**config.mk**
```make
export PLATFORM = sky130hd
export DESIGN_NAME = scene_sequencer
export DESIGN_NICKNAME = d
export VERILOG_FILES = /design/src/rtl/video_pkg.sv /design/src/rtl/scene_rgb_mux.sv /design/src/rtl/scene_sequencer.sv
export SDC_FILE = /design/constraint.sdc
export NUM_CORES = 1
export LEC_CHECK = 0
export ABC_CLOCK_PERIOD_IN_PS = 2600
export CELL_PAD_IN_SITES_DETAIL_PLACEMENT = 0
export CELL_PAD_IN_SITES_GLOBAL_PLACEMENT = 1
export CORE_ASPECT_RATIO = 0.9
export CORE_MARGIN = 2
export CORE_UTILIZATION = 30
export CTS_BUF_LIST = sky130_fd_sc_hd__clkbuf_16
export DETAILED_ROUTE_END_ITERATION = 10
export GPL_ROUTABILITY_DRIVEN = 0
export PLACE_DENSITY_LB_ADDON = 0.1
export SLEW_MARGIN = 20
export SYNTH_ARGS = -nofsm -noshare
export SYNTH_HDL_FRONTEND = slang
export SYNTH_SLANG_ARGS = --single-unit
```
**constraint.sdc**
```tcl
create_clock -name clk_100MHz -period 2.6 [get_ports clk_100MHz]
set_input_delay 0.65 -clock clk_100MHz [delete_from_list [all_inputs] [get_ports clk_100MHz]]
set_output_delay 0.65 -clock clk_100MHz [all_outputs]
set_load 0.05 [all_outputs]
```
**src/rtl/video_pkg.sv**
```systemverilog
// Shared VGA video-path types, constants and helpers.
package video_pkg;

  localparam int unsigned RGB_W_DEFAULT = 12;
  localparam logic [RGB_W_DEFAULT-1:0] COLOR_BLACK = '0;

  typedef enum logic [1:0] {
    SHOW    = 2'd0,
    PENDING = 2'd1,
    BLANK   = 2'd2,
    ENTER   = 2'd3
  } scene_state_t;

  // Scene index width: at least one bit even for a single source.
  function automatic int unsigned idx_w(input int unsigned n);
    return (n > 32'd1) ? 32'($clog2(n)) : 32'd1;
  endfunction

endpackage

```
**src/rtl/scene_rgb_mux.sv**
```systemverilog
// Selects the active scene colour, forcing black outside the visible area or while blanking.
module scene_rgb_mux
  import video_pkg::*;
#(
  parameter int unsigned NUM_SCENES = 2,
  parameter int unsigned RGB_W      = RGB_W_DEFAULT,
  localparam int unsigned IDX_W     = idx_w(NUM_SCENES)
) (
  input  logic [NUM_SCENES*RGB_W-1:0] scene_rgb,
  input  logic [IDX_W-1:0]            scene_idx,
  input  logic                        video_on,
  input  logic                        blank,
  output logic [RGB_W-1:0]            rgb_c
);

  // Compare-based select so an index past the last scene can never slice out of range.
  always_comb begin
    rgb_c = RGB_W'(COLOR_BLACK);
    if (video_on && !blank) begin
      for (int unsigned k = 0; k < NUM_SCENES; k++) begin
        if (scene_idx == IDX_W'(k)) begin
          rgb_c = scene_rgb[k*RGB_W +: RGB_W];
        end
      end
    end
  end

endmodule

```
**src/rtl/scene_sequencer.sv**
```systemverilog
// Frame-aligned scene selector: advances on scene completion or skip, with optional black frames.
module scene_sequencer
  import video_pkg::*;
#(
  parameter int unsigned NUM_SCENES   = 2,
  parameter int unsigned RGB_W        = RGB_W_DEFAULT,
  parameter int unsigned BLANK_FRAMES = 1,
  parameter bit          WRAP         = 1'b0,
  localparam int unsigned IDX_W       = idx_w(NUM_SCENES)
) (
  input  logic                        clk_100MHz,
  input  logic                        reset,
  input  logic                        p_tick,
  input  logic                        video_on,
  input  logic                        frame_start,
  input  logic [NUM_SCENES*RGB_W-1:0] scene_rgb,
  input  logic [NUM_SCENES-1:0]       scene_done,
  input  logic                        skip,
  output logic [RGB_W-1:0]            rgb,
  output logic [IDX_W-1:0]            scene_idx,
  output logic [NUM_SCENES-1:0]       scene_start,
  output logic                        in_transition
);

  localparam int unsigned CNT_W =
    (BLANK_FRAMES > 32'd0) ? 32'($clog2(BLANK_FRAMES + 32'd1)) : 32'd1;
  localparam logic [IDX_W-1:0] LAST_IDX = IDX_W'(NUM_SCENES - 32'd1);

  scene_state_t      state;
  logic [CNT_W-1:0]  blank_cnt;
  logic              done_sel_c;
  logic              is_last_c;
  logic              adv_req_c;
  logic [IDX_W-1:0]  next_idx_c;
  logic [RGB_W-1:0]  mux_rgb_c;

  // Completion flag of the scene currently shown.
  always_comb begin
    done_sel_c = 1'b0;
    for (int unsigned k = 0; k < NUM_SCENES; k++) begin
      if (scene_idx == IDX_W'(k)) begin
        done_sel_c = scene_done[k];
      end
    end
  end

  assign is_last_c  = (scene_idx == LAST_IDX);
  assign adv_req_c  = (done_sel_c | skip) & (WRAP | ~is_last_c);
  assign next_idx_c = is_last_c ? '0 : scene_idx + IDX_W'(1);

  // Scene FSM: request -> wait for frame boundary -> optional blank frames -> enter next scene.
  always_ff @(posedge clk_100MHz) begin
    if (reset) begin
      state         <= SHOW;
      scene_idx     <= '0;
      blank_cnt     <= '0;
      scene_start   <= '0;
      in_transition <= 1'b0;
    end else begin
      scene_start <= '0;
      case (state)
        SHOW: begin
          if (adv_req_c) begin
            state         <= PENDING;
            in_transition <= 1'b1;
          end
        end
        PENDING: begin
          if (frame_start) begin
            if (BLANK_FRAMES > 32'd0) begin
              state     <= BLANK;
              blank_cnt <= CNT_W'(BLANK_FRAMES);
            end else begin
              state         <= ENTER;
              in_transition <= 1'b0;
            end
          end
        end
        BLANK: begin
          if (frame_start) begin
            blank_cnt <= blank_cnt - CNT_W'(1);
            if (blank_cnt == CNT_W'(1)) begin
              state         <= ENTER;
              in_transition <= 1'b0;
            end
          end
        end
        ENTER: begin
          scene_idx   <= next_idx_c;
          scene_start <= NUM_SCENES'(1) << next_idx_c;
          state       <= SHOW;
        end
        default: begin
          state         <= SHOW;
          in_transition <= 1'b0;
        end
      endcase
    end
  end

  scene_rgb_mux #(
    .NUM_SCENES (NUM_SCENES),
    .RGB_W      (RGB_W)
  ) u_mux (
    .scene_rgb (scene_rgb),
    .scene_idx (scene_idx),
    .video_on  (video_on),
    .blank     (state == BLANK),
    .rgb_c     (mux_rgb_c)
  );

  // DAC colour register, updated only on pixel ticks.
  always_ff @(posedge clk_100MHz) begin
    if (reset) begin
      rgb <= RGB_W'(COLOR_BLACK);
    end else if (p_tick) begin
      rgb <= mux_rgb_c;
    end
  end

endmodule
```
==> flow_metrics.env <==
export IMPL_status="completed"
export IMPL_grt_overflow_total=0
export IMPL_drt_iter0_drc=15
export IMPL_cts_tree="built"
export IMPL_track_usage=0.1316
export IMPL_cts_hold_fix_buffers=0
export IMPL_clock_latency_ns=0.25
export IMPL_crit_type="reg2out"
export IMPL_antenna_left=0
export IMPL_grt_pass1_wl_um=3843
export IMPL_multi_input_area_um2=541.8
export IMPL_syn_area_per_cell_um2=9.348
export IMPL_critPathBufInv=1
export IMPL_vias=881
export IMPL_period_share=0.7855
export IMPL_crit_fanout=3
export IMPL_min_period_ns=2.042
export IMPL_start_util=0.3170
export IMPL_yosysSeqAreaShare=0.3912
export IMPL_power_w=0.001086
export IMPL_setup_viol=0
export IMPL_final_util=0.5043
export IMPL_rsz0062_at_grt="false"
export IMPL_drv_slew=0
export IMPL_ir_drop_mv=0.3699
export IMPL_n_fill_cell=295
export IMPL_critPathRequiredTime_ns=1.95
export IMPL_drv_cap=0
export IMPL_crit_slowest_cell="clkdlybuf4s50_1"
export IMPL_relSlewSlack=0.4985
export IMPL_crit_path_start_kind="flip-flop"
export IMPL_synth_seq_cells=19
export IMPL_die_area_um2=3713
export IMPL_max_freq_mhz=489.7
export IMPL_ff_latch_area_um2=380.4
export IMPL_tns_ns=0
export IMPL_cts_max_level=1
export IMPL_wirelength_um=2269
export IMPL_synth_nets=141
export IMPL_antenna_found_initial=0
export IMPL_max_clock_path_buffers=2
export IMPL_syn_to_final_growth_pct=59.07
export IMPL_grt_pass1_vias=862
export IMPL_cts_sinks=19
export IMPL_finalHoldViolations=0
export IMPL_crit_chain="clkdlybuf4s50_1"
export IMPL_ios=48
export IMPL_dp_hpwl_um=1743
export IMPL_placement_rows=19
export IMPL_routedWlPerCell_um=11.82
export IMPL_path_delay_family="buffers and inverters"
export IMPL_worstPathArrival_ns=1.39
export IMPL_cp_end_kind="output pin"
export IMPL_n_antenna_cell=0
export IMPL_io_buffers=46
export IMPL_synth_cell_type_count=24
export IMPL_die_w_um=64.01
export IMPL_cts_resized_gates=0
export IMPL_tightest_slew_ns=0.7512
export IMPL_final_nets=188
export IMPL_ctsRootBufferMaster="clkbuf_16"
export IMPL_numCtsBuffers=3
export IMPL_fin_skew_ns=0.0007323
export IMPL_powerDensity_nw_per_um2=702.4
export IMPL_drt_first_pass_iters=4
export IMPL_synthCells=104
export IMPL_synth_area_um2=972.2
export IMPL_drcViolationCount=0
export IMPL_core_um2=3067
export IMPL_drive_gt1_frac=0.1400
export IMPL_critPathMaxStageDelay_ns=0.81
export IMPL_power_leakage_nw=0.6085
export IMPL_cts_setup_buffers=0
export IMPL_grt_max_degree=18
export IMPL_die_height_um=58.01
export IMPL_hp_class="reg2reg"
export IMPL_cts_clk_slew_worst_paths_ns=0.05
export IMPL_vias_per_cell=4.589
export IMPL_yosysWarnings=0
==> cells in the mapped netlist <==
cell       count  share of area
a2111oi_0      1         0.0090
a211oi_1       1         0.0077
a21oi_1       12          0.062
a222oi_1       1          0.010
and3_1         1         0.0064
and3b_1        2          0.018
buf_2          1         0.0051
buf_6          1          0.012
clkbuf_1       4          0.015
dfxtp_1       19           0.39
ha_1           5          0.064
inv_1          5          0.019
mux2_2        12           0.14
mux2i_1        2          0.021
nand2_1        2         0.0077
nand2b_1       3          0.019
nor2_1        13          0.050
nor2b_1       13          0.084
nor3b_1        1         0.0077
o21ai_0        1         0.0051
o21ba_2        1          0.010
o21bai_1       1         0.0077
o21bai_4       1          0.019
xnor2_1        1         0.0090
==> worst register-to-register path, delay by kind of cell, from the launching register on <==
kind | cells | cell delay (ns)
flops | 1 | 0.55
mux | 1 | 0.23
compound gates | 2 | 0.81
==> where the power goes <==
part	total (W)	internal, W	switching (W)
Clock	0.000312	0.000206	0.000106
Combinational	0.000399	0.000196	0.000203
Sequential	0.000375	0.000333	0.0000412
==> logic make-up after synthesis <==
family / after synthesis / share of synthesized area
and+or+nand+nor: 35 / 0.1931
AOI/OAI and AO/OA: 19 / 0.1313
DFF: 19 / 0.3912
muxes: 14 / 0.1596
buffers and inverters: 11 / 0.05147
adders and majority gates: 5 / 0.06435
xor gates and xnor gates: 1 / 0.009011
==> area by class of cell <==
class / instances / area share
inverters: 5 / 0.01214
clock buffers: 3 / 0.04854
repair buffers: 48 / 0.3058
well taps: 42 / 0.03398
multi-input cells: 74 / 0.3503
clock inverters: 1 / 0.003236
flip-flops and latches: 19 / 0.2460
==> path summary, 6_finish.rpt <==
| path | from | endpoint | slack (ns) | cells after the start |
|---|---|---|---|---|
| hold reg to reg | blank_cnt | blank_cnt | 0.47 | 2 |
| setup reg to reg | scene_idx | state[0] | 0.95 | 3 |
| setup / recovery | in_transition | in_transition | 0.56 | 1 |
| hold / removal | blank_cnt | blank_cnt | 0.47 | 2 |
==> sequential cells by signal, indices dropped and copies added (netlist names) <==
signal and cells:
blank_cnt 1, in_transition 1, state 2, scene_idx 1, rgb 12, scene_start 2
==> metal layers <==
metal | up-vias | track usage | wire length, um
li1 | 446 | - | -
met1 | 404 | 0.1511 | 1055
met2 | 29 | 0.2426 | 1076
met3 | 2 | 0.04466 | 127
met4 | 0 | 0.01863 | 10
met5 | - | 0 | 0
==> cell usage in the layout (no fill, tap or decap) <==
cell | netlist | routed
mux2_2 | 12 | 12
a222oi_1 | 1 | 1
a2111oi_0 | 1 | 1
clkdlybuf4s50_1 | 0 | 45
a21oi_1 | 12 | 12
nor2_1 | 13 | 13
o21ba_2 | 1 | 1
o21bai_1 | 1 | 1
clkinv_2 | 0 | 1
nand2_1 | 2 | 2
o21bai_4 | 1 | 1
mux2i_1 | 2 | 2
dfxtp_1 | 19 | 19
clkbuf_16 | 0 | 3
nand2b_1 | 3 | 3
a211oi_1 | 1 | 1
xnor2_1 | 1 | 1
ha_1 | 5 | 5
nor3b_1 | 1 | 1
and3_1 | 1 | 1
and3b_1 | 2 | 2
buf_4 | 0 | 3
inv_1 | 5 | 5
o21ai_0 | 1 | 1
nor2b_1 | 13 | 13
==> metrics by stage <==
| stage | instances | area [um2] | setup slack, ns | hold slack (ns) |
|---|---|---|---|---|
| after floorplan | 104 | 972.2 | 0.9445 | 0.4385 |
| after global placement | 188 | 1466 | 0.5600 | 0.4500 |
| after detailed placement | 188 | 1466 | 0.5191 | 0.4669 |
| after CTS | 192 | 1546 | 0.5379 | 0.4751 |
| after global routing | 192 | 1546 | 0.4903 | 0.5179 |
| final | 192 | 1546 | 0.5578 | 0.4745 |
Power figures use the tool's default switching activity.
